$ cat src/rtl/ppu_reg_port_pkg.sv
// Shared definitions for the PPU CPU-side register port: register offsets,
// access FSM encodings and PPUSTATUS bit layout.
package ppu_reg_port_pkg;

    localparam logic [2:0] REG_CTRL    = 3'd0;
    localparam logic [2:0] REG_MASK    = 3'd1;
    localparam logic [2:0] REG_STATUS  = 3'd2;
    localparam logic [2:0] REG_OAMADDR = 3'd3;
    localparam logic [2:0] REG_OAMDATA = 3'd4;
    localparam logic [2:0] REG_SCROLL  = 3'd5;
    localparam logic [2:0] REG_ADDR    = 3'd6;
    localparam logic [2:0] REG_DATA    = 3'd7;

    localparam logic [1:0] ST_IDLE = 2'd0;
    localparam logic [1:0] ST_VRD  = 2'd1;
    localparam logic [1:0] ST_VWR  = 2'd2;

    localparam int unsigned STAT_VBLANK = 7;
    localparam int unsigned STAT_SPR0   = 6;
    localparam int unsigned STAT_OVF    = 5;

    localparam logic [13:0] PAL_BASE_DEF = 14'h3F00;

    function automatic logic [7:0] status_byte(input logic       vb,
                                               input logic       s0,
                                               input logic       ov,
                                               input logic [4:0] ob);
        logic [7:0] s;
        s              = {3'b000, ob};
        s[STAT_VBLANK] = vb;
        s[STAT_SPR0]   = s0;
        s[STAT_OVF]    = ov;
        return s;
    endfunction

endpackage

$ cat src/rtl/ppu_loopy_regs.sv
// Scroll/address latches: temporary address t, current address v, fine X
// and the shared first/second write toggle w.
module ppu_loopy_regs
    import ppu_reg_port_pkg::*;
(
    input  logic        clk,
    input  logic        rst,
    input  logic        wr_en,
    input  logic [2:0]  wr_sel,
    input  logic [7:0]  wr_data,
    input  logic        status_rd,
    input  logic        v_inc,
    input  logic        inc32,
    output logic [14:0] t_reg,
    output logic [14:0] v_reg,
    output logic [2:0]  fine_x
);

    logic w;

    always_ff @(posedge clk or negedge rst) begin
        if (!rst) begin
            t_reg  <= '0;
            v_reg  <= '0;
            fine_x <= '0;
            w      <= 1'b0;
        end else begin
            if (wr_en) begin
                case (wr_sel)
                    REG_CTRL: t_reg[11:10] <= wr_data[1:0];
                    REG_SCROLL: begin
                        if (!w) begin
                            t_reg[4:0] <= wr_data[7:3];
                            fine_x     <= wr_data[2:0];
                            w          <= 1'b1;
                        end else begin
                            t_reg[14:12] <= wr_data[2:0];
                            t_reg[9:5]   <= wr_data[7:3];
                            w            <= 1'b0;
                        end
                    end
                    REG_ADDR: begin
                        if (!w) begin
                            t_reg[13:8] <= wr_data[5:0];
                            t_reg[14]   <= 1'b0;
                            w           <= 1'b1;
                        end else begin
                            t_reg[7:0] <= wr_data;
                            v_reg      <= {t_reg[14:8], wr_data};
                            w          <= 1'b0;
                        end
                    end
                    default: ;
                endcase
            end
            if (status_rd)
                w <= 1'b0;
            // Increments only fire on VRAM ack, when no CPU access can hit.
            if (v_inc)
                v_reg <= v_reg + (inc32 ? 15'd32 : 15'd1);
        end
    end

endmodule

$ cat src/rtl/ppu_reg_port.sv
// CPU-side responder for the PPU register window 0x2000-0x2007: control
// registers, status flags, OAM port and the stalling PPUDATA path to VRAM.
module ppu_reg_port
    import ppu_reg_port_pkg::*;
#(
    parameter logic [15:0] REG_BASE = 16'h2000,
    parameter logic [13:0] PAL_BASE = PAL_BASE_DEF
) (
    input  logic        clk,
    input  logic        rst,
    input  logic [15:0] addr_in,
    input  logic        addr_valid,
    input  logic        cpu_rd,
    input  logic        cpu_wr,
    input  logic [7:0]  cpu_wdata,
    output logic [7:0]  cpu_rdata,
    output logic        cpu_rdy,
    output logic [13:0] vram_addr,
    output logic        vram_rd,
    output logic        vram_wr,
    output logic [7:0]  vram_wdata,
    input  logic [7:0]  vram_rdata,
    input  logic        vram_ack,
    output logic [7:0]  oam_addr,
    output logic        oam_we,
    output logic [7:0]  oam_wdata,
    input  logic [7:0]  oam_rdata,
    input  logic        vblank_set,
    input  logic        frame_clr,
    input  logic        spr0_set,
    input  logic        ovf_set,
    output logic [7:0]  ctrl_reg,
    output logic [7:0]  mask_reg,
    output logic [14:0] t_reg,
    output logic [14:0] v_reg,
    output logic [2:0]  fine_x,
    output logic        nmi_out
);

    logic [1:0] state;
    logic       vblank;
    logic       spr0_hit;
    logic       spr_ovf;
    logic [7:0] open_bus;
    logic [7:0] rd_buf;

    logic       hit;
    logic       wr_hit;
    logic       rd_hit;
    logic [2:0] sel;
    logic       status_rd;
    logic       ack_done;
    logic       pal_hit;
    logic [7:0] status_val;
    logic [7:0] reg_rd_val;
    logic [7:0] vram_rd_val;

    assign sel       = addr_in[2:0];
    assign hit       = (cpu_rd | cpu_wr) & ~addr_valid
                       & (addr_in[15:3] == REG_BASE[15:3]) & cpu_rdy;
    assign wr_hit    = hit & cpu_wr;
    assign rd_hit    = hit & cpu_rd & ~cpu_wr;
    assign status_rd = rd_hit & (sel == REG_STATUS);
    assign ack_done  = vram_ack & (state != ST_IDLE);

    assign cpu_rdy   = (state == ST_IDLE);
    assign vram_rd   = (state == ST_VRD);
    assign vram_wr   = (state == ST_VWR);
    assign vram_addr = v_reg[13:0];
    assign nmi_out   = ctrl_reg[7] & vblank;

    // A vblank_set landing on the status read is reported as clear.
    assign status_val  = status_byte(vblank & ~vblank_set, spr0_hit, spr_ovf, open_bus[4:0]);
    assign pal_hit     = ({1'b0, PAL_BASE} <= v_reg);
    assign vram_rd_val = pal_hit ? vram_rdata : rd_buf;

    always_comb begin
        reg_rd_val = open_bus;
        case (sel)
            REG_STATUS:  reg_rd_val = status_val;
            REG_OAMDATA: reg_rd_val = oam_rdata;
            default:     reg_rd_val = open_bus;
        endcase
    end

    always_ff @(posedge clk or negedge rst) begin
        if (!rst) begin
            state <= ST_IDLE;
        end else begin
            case (state)
                ST_IDLE: begin
                    if (wr_hit && sel == REG_DATA)
                        state <= ST_VWR;
                    else if (rd_hit && sel == REG_DATA)
                        state <= ST_VRD;
                end
                ST_VRD, ST_VWR: begin
                    if (vram_ack)
                        state <= ST_IDLE;
                end
                default: state <= ST_IDLE;
            endcase
        end
    end

    always_ff @(posedge clk or negedge rst) begin
        if (!rst) begin
            ctrl_reg   <= '0;
            mask_reg   <= '0;
            oam_addr   <= '0;
            oam_we     <= 1'b0;
            oam_wdata  <= '0;
            vram_wdata <= '0;
            open_bus   <= '0;
            cpu_rdata  <= '0;
            rd_buf     <= '0;
        end else begin
            oam_we <= 1'b0;
            if (wr_hit) begin
                open_bus <= cpu_wdata;
                case (sel)
                    REG_CTRL:    ctrl_reg <= cpu_wdata;
                    REG_MASK:    mask_reg <= cpu_wdata;
                    REG_OAMADDR: oam_addr <= cpu_wdata;
                    REG_OAMDATA: begin
                        oam_we    <= 1'b1;
                        oam_wdata <= cpu_wdata;
                        oam_addr  <= oam_addr + 8'd1;
                    end
                    REG_DATA:    vram_wdata <= cpu_wdata;
                    default: ;
                endcase
            end
            if (rd_hit && sel != REG_DATA) begin
                cpu_rdata <= reg_rd_val;
                open_bus  <= reg_rd_val;
            end
            if (state == ST_VRD && vram_ack) begin
                cpu_rdata <= vram_rd_val;
                open_bus  <= vram_rd_val;
                rd_buf    <= vram_rdata;
            end
        end
    end

    always_ff @(posedge clk or negedge rst) begin
        if (!rst) begin
            vblank   <= 1'b0;
            spr0_hit <= 1'b0;
            spr_ovf  <= 1'b0;
        end else if (frame_clr) begin
            vblank   <= 1'b0;
            spr0_hit <= 1'b0;
            spr_ovf  <= 1'b0;
        end else begin
            if (status_rd)
                vblank <= 1'b0;
            else if (vblank_set)
                vblank <= 1'b1;
            if (spr0_set)
                spr0_hit <= 1'b1;
            if (ovf_set)
                spr_ovf <= 1'b1;
        end
    end

    ppu_loopy_regs u_loopy (
        .clk       (clk),
        .rst       (rst),
        .wr_en     (wr_hit),
        .wr_sel    (sel),
        .wr_data   (cpu_wdata),
        .status_rd (status_rd),
        .v_inc     (ack_done),
        .inc32     (ctrl_reg[2]),
        .t_reg     (t_reg),
        .v_reg     (v_reg),
        .fine_x    (fine_x)
    );

endmodule

$ cat config.mk
export PLATFORM = sky130hd
export DESIGN_NAME = ppu_reg_port
export DESIGN_NICKNAME = d
export VERILOG_FILES = /design/src/rtl/ppu_reg_port_pkg.sv /design/src/rtl/ppu_loopy_regs.sv /design/src/rtl/ppu_reg_port.sv
export SDC_FILE = /design/constraint.sdc
export NUM_CORES = 1
export LEC_CHECK = 0
export BUFFER_PORTS_ARGS = -buffer_cell sky130_fd_sc_hd__clkbuf_2
export CAP_MARGIN = 20
export CORE_MARGIN = 1.5
export CORE_UTILIZATION = 50
export DETAILED_ROUTE_END_ITERATION = 6
export GPL_ROUTABILITY_DRIVEN = 0
export PLACE_DENSITY = 0.77
export SLEW_MARGIN = 20
export SYNTH_ARGS = -nofsm -noshare
export SYNTH_HDL_FRONTEND = slang
export SYNTH_SLANG_ARGS = --single-unit
$ cat constraint.sdc
create_clock -name clk -period 2.5 [get_ports clk]
set_input_delay 0.5 -clock clk [delete_from_list [all_inputs] [get_ports clk]]
set_output_delay 0.5 -clock clk [all_outputs]
set_load 0.1 [all_outputs]
* Word level (Yosys, flattened, before mapping)
Index checks and enable logic that the tools add are counted.
Storage, ports and cells: input port bits 50, logic and storage cells 128, output and inout bits 100, bits in registers 104
Cells by class: bitwise operators 15, reductions and logical operators 35, equality and inequality tests 17, $add $sub $neg 2, multiplexer cells 38, $lt $le $gt $ge 1
Operators with widths (count):
- $mux 15 | 4
- $mux 8 | 7
- $pmux 8 s2 | 2
- $reduce_bool 2->1 | 12
- $pmux 10 s2 | 1
- $add 15x15->15 | 1
- $le 14x15->1 const A | 1
- $reduce_and 2->1 | 7
- $eq 13x11->1 const B | 1
- $mux 1 | 13
- $eq 3x3->1 const B | 4
- $reduce_and 4->1 | 3
- $and 1x1->1 | 10
- $mux 5 | 2
- $reduce_and 3->1 | 3
- $add 8x1->8 const B | 1
- $pmux 2 s2 | 2
- $mux 7 | 1
- $eq 3x2->1 const B | 2
- $mux 2 | 3
- $mux 6 | 1
- $ne 2x2->1 const B | 3
- $pmux 3 s2 | 1
- $reduce_bool 3->1 | 2
- other kinds (13) | 21

* Logic depth before layout (Yosys ltp)
word-level depth 10, mapped depth 9

* Cells and area by module
A second synthesis with hierarchy kept.
Second synthesis, totals: cell total of the unflattened synthesis 524, area total of the unflattened synthesis 5551.6 um^2
Modules (own cells, without submodules):
- ppu_reg_port | times used 1, area each 3683.5 um^2, sequential area each 1751.7 um^2, cells each 337
- ppu_loopy_regs | times used 1, area each 1868.0 um^2, sequential area each 850.8 um^2, cells each 187

* Worst setup path before layout
OpenSTA, ideal clock, no wires.
path type register to register, start register state[0], end register mask_reg[0], arrival time 2900 ps, library setup time 125 ps, buffers on the path 1, stages on the path, launching flop included 9, clock period less this slack 3025 ps, slack -525 ps, cells stage by stage dfrtp_1 > inv_1 > ha_1 > and4bb_2 > and3b_1 > nand3_1 > buf_2 > nor2_2 > mux2_2
Between the ends: word-level cells in the longest chain between the ends 4
Ends and longest elaborated chain:
- start, declared | RTL line ppu_reg_port.sv:40 | logic [1:0] state;
- start signal, assigned | RTL line ppu_reg_port.sv:88 | state <= ST_IDLE;
- start signal, assigned | RTL line ppu_reg_port.sv:93 | state <= ST_VWR;
- start signal, assigned | RTL line ppu_reg_port.sv:95 | state <= ST_VRD;
- $logic_not 2->1 | RTL line ppu_reg_port.sv:66 | assign cpu_rdy = (state == ST_IDLE);
- via cpu_rdy | RTL line ppu_reg_port.sv:17 | output logic cpu_rdy,
- $and 1x1->1 | RTL line ppu_reg_port.sv:60 | & (addr_in[15:3] == REG_BASE[15:3]) & cpu_rdy;
- $and 1x1->1 | RTL line ppu_reg_port.sv:61 | assign wr_hit = hit & cpu_wr;
- $reduce_and 2->1 (no line)
- end signal, assigned | RTL line ppu_reg_port.sv:123 | REG_MASK: mask_reg <= cpu_wdata;
- end, declared | RTL line ppu_reg_port.sv:33 | output logic [7:0] mask_reg,
The timed path passes the listed nets, and every way through them passes these cells. A chain may end at the register's enable or synchronous reset.

* Final worst setup path
start register state[0], end register ctrl_reg[2]
Between the ends: word-level cells in the longest chain between the ends 4
Ends and longest elaborated chain:
- $logic_not 2->1 | RTL line ppu_reg_port.sv:66
- $and 1x1->1 | RTL line ppu_reg_port.sv:60
- $and 1x1->1 | RTL line ppu_reg_port.sv:61
- $reduce_and 2->1 (no line)
- end signal, assigned | RTL line ppu_reg_port.sv:122 | REG_CTRL: ctrl_reg <= cpu_wdata;
- end, declared | RTL line ppu_reg_port.sv:32 | output logic [7:0] ctrl_reg,
No other way between the ends.

==> key figures <==
Run status
  • Status: complete, no violations

Cells and area
  • Final net count: 727
  • Area Overhead vs Synth: 19.5%
  • N_diodes: 0
  • Fraction of layout cells with a size suffix above 1: 40.2%
  • Fin area: 0.00659 sq mm

STA
  • Worst Tran Pin Value: 0.710 ns
  • Fin Setup TNS: 0 ns
  • Max-Slew Margin vs Limit: 52.6%
  • Final Max Slew Viols: 0
  • Final period util: 95.7%
  • Fmax: 0.418 GHz
  • Hold Fails Final Rpt: 0
  • Clk_skew: 0.0111 ns
  • Crit path time final: 2.39 ns
  • Final setup viols: 0
  • RSZ-0062 raised after global routing: false

Global route
  • Total congestion overflow: 0
  • Initial antenna violation count: 0
  • Largest net degree at the start of global routing: 52
  • Vias in the first global route: 4,444
  • Global-route wire length before repair: 22,700 microns
  • Total GRT Usage: 25.5%

Yosys
  • Yosys Warn Count: 0
  • Cell taking the most area after synthesis: dfrtp_1
  • Most frequent cell after synthesis: dfrtp_1
  • Synth area leaders: dfrtp_1, mux2_2, nand2_1
  • Synthesis-stage register bit count: 104
  • Mapped Avg Cell Area: 10.4 sq um
  • Syn Inst Count: 529
  • Number of flops mapped to enable cells by yosys: 0
  • Sequential fraction of the synthesis area: 47.2%
  • Netlist cell types: 61
  • Most frequent cells after synthesis: dfrtp_1, nand2_1, mux2_2, nor2_1, o21ai_0
  • Top_reg_cell synth: dfrtp_1
  • Yosys top cell area share: 47.2%
  • Post-Syn Nets: 586
  • Synthesized area: 0.00552 sq mm
  • Ys async rst share: 100%

Drt
  • DR DRC count: 0
  • Met2 Wirelength: 7010 microns
  • Routed WL per cell: 17.8 microns
  • Final WL: 14,500 microns
  • Metal3 WL: 842 microns
  • Top sig layer: met4
  • Routed via count: 4,684
  • TritonRoute pass-1 iters: 5
  • Number of routed nets with antenna violations: 0
  • Iter 0 DRT Violations: 250
  • Vias per Instance: 5.75
  • DRT met1 WL: 6190 microns

Power
  • Clk network pwr share: 18.4%
  • Logic pwr share: 41.0%
  • Internal power: 2.72 mW
  • Net switching power: 2.51 mW
  • Leakage: 3.43 nW
  • Maximum VDD drop: 0.840 mV
  • Sequential power share: 40.6%
  • Pwr Density: 794 mW/mm^2
  • Switching Fraction: 48.0%

Setup path
  • Critical-path top delay cell: dfrtp_1
  • CP max stage delay: 0.43 ns
  • Worst R2R Start: state[0]$_DFFE_PN0P_
  • Critical Path, Cell by Cell: inv_1 > ha_4 > and4bb_2 > and3b_1 > nand3_1 > buf_4 > nor4_4 > buf_4 > mux2_2
  • Worst Setup End Kind: register
  • Worst setup SP type: register
  • Reg-to-reg slack, setup: 0.11 ns
  • FF-to-FF End: ctrl_reg[2]$_DFFE_PN0P_
  • Delay-heaviest family, CP: simple AND/OR/NAND/NOR gates
  • Register-to-Register Path Depth: 9
  • Worst Path Arrival: 2.66 ns
  • Worst Path Required: 2.77 ns
  • Worst setup path startpoint: state[0]$_DFFE_PN0P_
  • Buf/Inv on CP: 3
  • Critical path class: register to register
  • Most frequent CP cell: buf_4
  • Crit Path Max Fanout: 9

CTS
  • CTS tree: yes
  • Clk Latency, worst-skew pair: 0.38 ns
  • CTS Buf Count: 9
  • Root buffer cell: clkbuf_8
  • Clock sink count: 104
  • Max clock buf depth: 2
  • CTS H-tree depth: 3
  • Worst-path clk slew: 0.10 ns

Die
  • Die height: 108 microns
  • DIE AREA: 0.0117 sq mm
  • Site Rows: 38
  • Starting Density: 51.1%
  • Core footprint: 0.0108 sq mm
  • Die span in x: 108 microns
  • Io pins: 150

Hold path
  • Min-delay worst type: primary input to async pin

Placed design
  • Dpl cell area: 0.00642 sq mm
  • I/O Buffers: 149
  • Post-DP HPWL: 10,500 microns

Job
  • MaxCap Viol Count: 0
[what timing repair did]
action                     CTS  global route
buffers inserted             0             0
gates resized for setup      0             2
hold buffers                 0             0
setup endpoints to repair    0             6
[layout by cell type, fill, tap and decap left out, types with 5 or more instances in the layout]
master / n
nand3b_1: 5
clkbuf_2: 148
a22o_1: 5
nand3_1: 21
mux2_2: 62
nor2_1: 27
ha_1: 6
inv_1: 10
a2bb2oi_1: 7
and3_1: 6
nor3_1: 10
nand2_1: 77
mux2i_1: 16
a21oi_1: 22
nor4_1: 8
a21o_1: 5
clkbuf_8: 9
dfrtp_1: 104
o21ai_0: 26
buf_4: 21
[area by class of cell]
cell class | instances | area (sq um)
fillers | 887 | 4200
clock buffers | 9 | 124
inverters | 11 | 41.3
clock inverters | 6 | 43.8
multi-input cells | 372 | 2650
well taps | 140 | 175
flip-flops and latches | 104 | 2600
repair buffers | 172 | 958
[cell families (layout without fill, tap and decap cells)]
logic type	after synthesis	after routing	synth area share, %
xor+xnor	1	1	0.159
mux	78	78	15.6
fa+ha+maj	7	7	1.59
simple gates	191	191	18.5
compound gates	95	95	11.8
flops	104	104	47.2
buf+inv	53	198	5.29
[worst max path at each step]
stage,to,slack (ns),depth (start not counted)
3_3_place_gp,ctrl_reg[5]$_DFFE_PN0P_,0.21,8
4_1_cts,open_bus[5]$_DFFE_PN0P_,0.11,7
3_5_place_dp,open_bus[5]$_DFFE_PN0P_,0.11,6
2_1_floorplan,mask_reg[0]$_DFFE_PN0P_,0.03,8
5_1_grt,u_loopy.t_reg[4]$_DFFE_PN0P_,0.01,8
6_report,ctrl_reg[2]$_DFFE_PN0P_,0.11,9
[metal layers]
| metal | vias up | GRT usage [%] |
|---|---|---|
| li1 | 2175 | - |
| met1 | 2301 | 33.3 |
| met2 | 175 | 41.3 |
| met3 | 33 | 4.58 |
| met4 | 0 | 11.6 |
| met5 | - | 0 |
[stage by stage]
stage / setup WS, ns / cells / util [%] / total power, mW / hold WS [ns]
floorplan: 0.0336 / 529 / - / 3.96 / 0.204
global placement: 0.207 / 799 / 59.5 / 4.26 / 0.483
detailed placement: 0.112 / 799 / 59.5 / 4.31 / 0.470
CTS: 0.108 / 814 / 61.0 / 5.27 / 0.183
global route: 0.0135 / 814 / 61.1 / 5.46 / 0.206
finish: 0.107 / 814 / 61.1 / 5.23 / 0.156
[power groups by stage]
stage,combinational (mW),clock (mW),sequential [mW]
finish,2.15,0.961,2.13
CTS,2.16,0.991,2.12
global placement,2.12,0,2.14
floorplan,1.03,0,2.94
detailed placement,2.15,0,2.16
global route,2.25,1.05,2.16
Power figures use the tool's default switching activity.
